### src/rtl/cpu_program_loader_if.sv
// Byte-stream and CPU programming-port signals of the program loader.
// The loader connects to the slave modport; the host/CPU side drives the master modport.
interface cpu_program_loader_if;
  logic [7:0] s_data;
  logic       s_valid;
  logic       s_ready;
  logic       programming;
  logic [7:0] prog_data;
  logic       cpu_ready;
  logic       cpu_done;

  modport master (
    output s_data, s_valid, cpu_ready, cpu_done,
    input  s_ready, programming, prog_data
  );

  modport slave (
    input  s_data, s_valid, cpu_ready, cpu_done,
    output s_ready, programming, prog_data
  );
endinterface

### src/rtl/cpu_program_loader.sv
// Buffers a RAM image from a valid/ready byte stream, then feeds it to the
// 8-bit CPU's programming port, one byte per cpu_ready pulse.
module cpu_program_loader #(
  parameter int unsigned DEPTH   = 16,
  parameter int unsigned TIMEOUT = 255
) (
  input  logic                 clk,
  input  logic                 rst,
  cpu_program_loader_if.slave  bus,
  input  logic                 start,
  output logic                 busy,
  output logic                 done,
  output logic                 error,
  output logic [4:0]           byte_count
);
  localparam int unsigned AW = (DEPTH > 1) ? $clog2(DEPTH) : 1;
  localparam int unsigned WW = $clog2(TIMEOUT + 1);

  typedef enum logic [1:0] {IDLE, PROG, DONE, ERROR} state_t;

  state_t        state;
  logic [7:0]    mem [DEPTH];
  logic [AW-1:0] wr_ptr;
  logic [4:0]    rd_ptr;
  logic [WW-1:0] watchdog;
  logic          ready_q;
  logic          accept;
  logic          fall;
  logic          rise;
  logic [4:0]    count_inc;
  logic [4:0]    rd_nxt;

  always_comb begin
    accept    = (state == IDLE) && bus.s_valid && bus.s_ready;
    count_inc = byte_count + 5'(accept);
    fall      = ready_q && !bus.cpu_ready;
    rise      = !ready_q && bus.cpu_ready;
    rd_nxt    = rd_ptr + 5'd1;
  end

  always_ff @(posedge clk) begin
    if (!rst && accept)
      mem[wr_ptr] <= bus.s_data;
  end

  always_ff @(posedge clk) begin
    if (rst) begin
      state           <= IDLE;
      bus.programming <= 1'b0;
      bus.prog_data   <= '0;
      bus.s_ready     <= 1'b1;
      busy            <= 1'b0;
      done            <= 1'b0;
      error           <= 1'b0;
      byte_count      <= '0;
      wr_ptr          <= '0;
      rd_ptr          <= '0;
      watchdog        <= '0;
      ready_q         <= 1'b0;
    end else begin
      done <= 1'b0;
      case (state)
        IDLE: begin
          if (accept) begin
            wr_ptr     <= wr_ptr + AW'(1);
            byte_count <= count_inc;
          end
          if (start) begin
            state           <= PROG;
            bus.programming <= 1'b1;
            busy            <= 1'b1;
            bus.s_ready     <= 1'b0;
            rd_ptr          <= '0;
            watchdog        <= '0;
            ready_q         <= 1'b0;
            // A byte landing in the start cycle is not yet in mem; forward it.
            if (byte_count != '0)
              bus.prog_data <= mem[0];
            else if (accept)
              bus.prog_data <= bus.s_data;
            else
              bus.prog_data <= '0;
          end else begin
            bus.s_ready <= (count_inc < 5'(DEPTH));
          end
        end

        PROG: begin
          ready_q <= bus.cpu_ready;
          if (bus.cpu_done) begin
            state           <= DONE;
            done            <= 1'b1;
            bus.programming <= 1'b0;
            busy            <= 1'b0;
            bus.prog_data   <= '0;
            byte_count      <= '0;
            wr_ptr          <= '0;
          end else if ((fall && rd_ptr == 5'(DEPTH)) ||
                       (!fall && !rise && watchdog == WW'(TIMEOUT - 1))) begin
            state           <= ERROR;
            error           <= 1'b1;
            bus.programming <= 1'b0;
            busy            <= 1'b0;
            bus.prog_data   <= '0;
          end else if (fall) begin
            rd_ptr        <= rd_nxt;
            watchdog      <= '0;
            bus.prog_data <= (rd_nxt < byte_count) ? mem[rd_nxt[AW-1:0]] : '0;
          end else if (rise) begin
            watchdog <= '0;
          end else begin
            watchdog <= watchdog + WW'(1);
          end
        end

        DONE: begin
          state       <= IDLE;
          bus.s_ready <= 1'b1;
        end

        ERROR: begin
          state <= ERROR;
        end

        default: state <= IDLE;
      endcase
    end
  end
endmodule

### src/flat_wrapper.sv
// flat-port wrapper written by rule: the top's interface ports become plain ports
module cpu_program_loader_flat 
#(
  parameter int unsigned DEPTH   = 16,
  parameter int unsigned TIMEOUT = 255
)
  (clk, rst, start, busy, done, error, byte_count, bus_s_data, bus_s_valid, bus_cpu_ready, bus_cpu_done, bus_s_ready, bus_programming, bus_prog_data);
  cpu_program_loader_if bus_i ();
  input  logic clk;
  input  logic rst;
  input  logic start;
  output logic busy;
  output logic done;
  output logic error;
  output logic [4:0] byte_count;
  input wire logic [$bits(bus_i.s_data)-1:0] bus_s_data;
  input wire logic [$bits(bus_i.s_valid)-1:0] bus_s_valid;
  input wire logic [$bits(bus_i.cpu_ready)-1:0] bus_cpu_ready;
  input wire logic [$bits(bus_i.cpu_done)-1:0] bus_cpu_done;
  output wire logic [$bits(bus_i.s_ready)-1:0] bus_s_ready;
  output wire logic [$bits(bus_i.programming)-1:0] bus_programming;
  output wire logic [$bits(bus_i.prog_data)-1:0] bus_prog_data;
  assign bus_i.s_data = bus_s_data;
  assign bus_i.s_valid = bus_s_valid;
  assign bus_i.cpu_ready = bus_cpu_ready;
  assign bus_i.cpu_done = bus_cpu_done;
  assign bus_s_ready = bus_i.s_ready;
  assign bus_programming = bus_i.programming;
  assign bus_prog_data = bus_i.prog_data;
  cpu_program_loader #(.DEPTH(DEPTH), .TIMEOUT(TIMEOUT)) u_core (.clk(clk), .rst(rst), .bus(bus_i), .start(start), .busy(busy), .done(done), .error(error), .byte_count(byte_count));
endmodule
### config.mk
export PLATFORM = sky130hd
export DESIGN_NAME = cpu_program_loader_flat
export DESIGN_NICKNAME = d
export VERILOG_FILES = /design/src/rtl/cpu_program_loader_if.sv /design/src/rtl/cpu_program_loader.sv /design/src/flat_wrapper.sv
export SDC_FILE = /design/constraint.sdc
export NUM_CORES = 1
export LEC_CHECK = 0
export CAP_MARGIN = 25
export CORE_AREA = 2 2 214 153
export CTS_CLUSTER_DIAMETER = 80
export CTS_CLUSTER_SIZE = 14
export DETAILED_ROUTE_END_ITERATION = 12
export DIE_AREA = 0 0 216 155
export GPL_TIMING_DRIVEN = 1
export PLACE_DENSITY_LB_ADDON = 0.05
export SLEW_MARGIN = 5
export SYNTH_ARGS = -nofsm -noshare
export SYNTH_HDL_FRONTEND = slang
export SYNTH_SLANG_ARGS = --single-unit
### constraint.sdc
create_clock -name clk -period 3.5 [get_ports clk]
set_clock_uncertainty 0.05 [all_clocks]
set_input_delay 1.05 -clock clk [delete_from_list [all_inputs] [get_ports clk]]
set_output_delay 1.05 -clock clk [all_outputs]
set_load 0.005 [all_outputs]
==> summary.json <==
{
  "outcome": {
    "status": "finished clean"
  },
  "detailed_routing": {
    "post-route-drc-count": 0,
    "detailedRoute.firstPassIterationCount": 5,
    "finalWirelength_mm": 20.3,
    "via_count": 4119,
    "initial_detailed_routing_violation_count": 321,
    "ant_nets": 0,
    "drt-vias-per-instance": 4.26,
    "drt-wirelength-per-cell_um": 21.0
  },
  "power": {
    "peakVddDrop_mv": 0.252,
    "power_per_cell_area_nw_per_um2": 476,
    "power_leakage_nw": 2.96
  },
  "clock_network": {
    "ctsHoldBuffers": 0,
    "worst_path_clk_slew_ns": 0.06,
    "cts_post_setup_buffers_inserted": 0,
    "clock_sink_count": 165,
    "cts_tree": "built",
    "cts-root-buf": "sky130_fd_sc_hd__clkbuf_16",
    "clock_insertion_delay_worst_skew_ns": 0.44,
    "clk_path_buf_depth": 2,
    "htree_levels": 4,
    "post_cts_resized": 0,
    "tritoncts.num_buffers": 17
  },
  "place": {
    "finalWeightedCongestion": 0.752,
    "post_dp_cell_area_sq_um": 8150,
    "count_of_port_buffers_added_during_placement": 31,
    "detailed_place_hpwl_mm": 14.3
  },
  "global_routing": {
    "first_pass_grt_wire_length_mm": 29.6,
    "grt_max_degree": 20,
    "grtUsageTotal_pct": 12.7,
    "number_of_global_route_vias_before_repair": 4176,
    "grt_antenna_before_repair": 0,
    "gr-total-overflow": 0
  },
  "sta": {
    "worst-slew-pin-transition_ns": 0.550,
    "final.min_clock_period_ns": 2.98,
    "rsz0062_at_grt": "false",
    "max_clock_freq_mhz": 335,
    "totalNegativeSetupSlack_ns": 0,
    "final-hold-violation-count": 0,
    "final-setup-viol-count": 0,
    "timing.final.crit_share_pct": 85.2,
    "finalMaxSlewViolations": 0,
    "max-slew-margin-rel_pct": 63.0
  },
  "critical_path": {
    "crit_path_cell_trace": "clkdlybuf4s50_1 -> inv_1 -> ha_1 -> nand4_1 -> or3_1 -> buf_4 -> a31oi_1 -> o21ai_0 -> a21oi_1",
    "worst-setup-path-type": "in -> reg",
    "critical_path.startpoint_type": "input pin",
    "path_max_fanout": 5,
    "timing.critical_path.slowest_cell_delay_ns": 0.53,
    "timing.critical_path.slowest_stage_cell": "sky130_fd_sc_hd__clkdlybuf4s50_1",
    "required_ns": 3.82,
    "timing.critical_path.to_type": "flip-flop",
    "rr_startpoint": "u_core.rd_ptr[1]",
    "critical_path_arrival_ns": 3.30,
    "critPathLaunch": "bus_cpu_ready"
  },
  "yosys": {
    "post_synth_instance_area_sq_um": 7160,
    "syn-num-nets": 486,
    "async_reset_ff_share_pct": 0,
    "seq_cells_post_synth": 165,
    "synthDistinctLibCells": 57,
    "seq_area_frac_synth_pct": 64.0,
    "synth_largest_type_area_fraction_pct": 53.7,
    "synth_flop_cell": "sky130_fd_sc_hd__edfxtp_1",
    "yosys-top-cells-count": "128 x sky130_fd_sc_hd__edfxtp_1, 43 x sky130_fd_sc_hd__nor2_1, 37 x sky130_fd_sc_hd__dfxtp_1",
    "yosys-top-cells-area": "sky130_fd_sc_hd__edfxtp_1 54%, sky130_fd_sc_hd__dfxtp_1 10%, sky130_fd_sc_hd__mux4_1 9.2%",
    "postSynthCellCount": 456,
    "synth.avg_cell_area_sq_um": 15.7,
    "synth-edff-count": 128,
    "yosysWarningCount": 0,
    "synth_most_common_cell": "sky130_fd_sc_hd__edfxtp_1",
    "synthDominantAreaCellType": "sky130_fd_sc_hd__edfxtp_1"
  },
  "floorplanning": {
    "floorplan.initialDensity_pct": 22.6,
    "die_y_um": 155,
    "fp-row-count": 55,
    "io_pins": 32,
    "dieWidth_um": 216,
    "core_sq_um": 31700,
    "die_area_sq_um": 33500
  },
  "finish": {
    "areaGrowthSynthToFinish_pct": 21.6,
    "n_antenna_cell": 0,
    "layout.nets": 556,
    "fin_area_sq_um": 8710,
    "drive_above_1_share_pct": 16.7
  },
  "job": {
    "drv.max_cap_violation_count": 0
  },
  "hold_path": {
    "worst_min_path_start": "u_core.bus.prog_data[5]",
    "path_class_of_the_lowest_slack_min_delay_path": "reg -> reg"
  }
}
registers in the layout, indices dropped and copies added, names as in the netlist:
signal	count
u_core.bus.prog_data	8
u_core.bus.programming	1
u_core.bus.s_ready	1
u_core.byte_count	5
u_core.done	1
u_core.error	1
u_core.mem	128
u_core.rd_ptr	5
u_core.ready_q	1
u_core.state	2
u_core.watchdog	8
u_core.wr_ptr	4
where the power goes:
| group | internal (mW) | switching [mW] |
|---|---|---|
| clock network | 1.01 | 0.780 |
| logic | 0.0774 | 0.129 |
| registers | 2.13 | 0.0187 |
worst paths after layout:
path                              to  slack [ns]  cells past startpoint
min reg2reg  u_core.bus.prog_data[5]        0.44                      1
max               u_core.watchdog[2]        0.52                      9
max reg2reg  u_core.bus.prog_data[6]        0.82                      9
min          u_core.bus.prog_data[5]        0.44                      1
cells in the final DEF (no fill, tap or decap), types with 6 or more instances in the layout:
cell type,count
sky130_fd_sc_hd__nor2_1,43
sky130_fd_sc_hd__nand3_1,17
sky130_fd_sc_hd__clkdlybuf4s50_1,31
sky130_fd_sc_hd__inv_1,15
sky130_fd_sc_hd__edfxtp_1,128
sky130_fd_sc_hd__o21ai_0,8
sky130_fd_sc_hd__dfxtp_1,36
sky130_fd_sc_hd__mux4_1,25
sky130_fd_sc_hd__a21oi_1,18
sky130_fd_sc_hd__nor3_1,6
sky130_fd_sc_hd__mux2i_1,25
sky130_fd_sc_hd__ha_1,16
sky130_fd_sc_hd__nand2_1,22
sky130_fd_sc_hd__mux4_2,7
sky130_fd_sc_hd__clkbuf_16,18
sky130_fd_sc_hd__a221o_1,7
sky130_fd_sc_hd__buf_4,37
layer usage:
metal  up-vias  part of all wire [%]  global-route usage (%)
met4         0                  0.98                    3.62
met1      2094                    52                    18.7
met2        63                    43                    18.5
met5         -                     0                       0
met3        13                   3.2                    3.15
li1       1949                     -                       -
stage by stage:
step                      worst slack [ns]  util (%)  total power, mW  std cells  hold WS [ns]
after floorplan                      0.776         -             2.27        456         0.410
after global placement               0.171      25.7             2.40        934         0.425
after detailed placement             0.101      25.7             2.40        934         0.426
after CTS                            0.575      27.5             4.22        966         0.442
after global routing                 0.404      27.5             4.32        966         0.457
final                                0.519      27.5             4.14        966         0.439
cell families after synthesis:
logic type               share of synthesized area [%]
AND/OR/NAND/NOR                                   8.70
XOR/XNOR                                          1.12
AO/OA/AOI/OAI                                     5.35
multiplexers                                      15.0
adder cells (fa/ha/maj)                           2.80
flip-flops                                        64.0
buffers and inverters                             3.00
area by class of cell:
cell class	count	area, sq um
Fill cell	3223	22900
Sequential cell	165	4590
Multi-Input combinational cell	258	2380
Timing Repair Buffer	68	588
Tap cell	427	534
Clock buffer	23	499
Clock inverter	9	67.6
Inverter	16	60.1
critical path: cells and delay by family:
kind                       cells  cell delay (ns)
adders and majority gates      1             0.28
buffers and inverters          3             0.77
and+or+nand+nor                2             0.53
AOI/OAI and AO/OA              3             0.68
(Power assumes the default switching activity.)
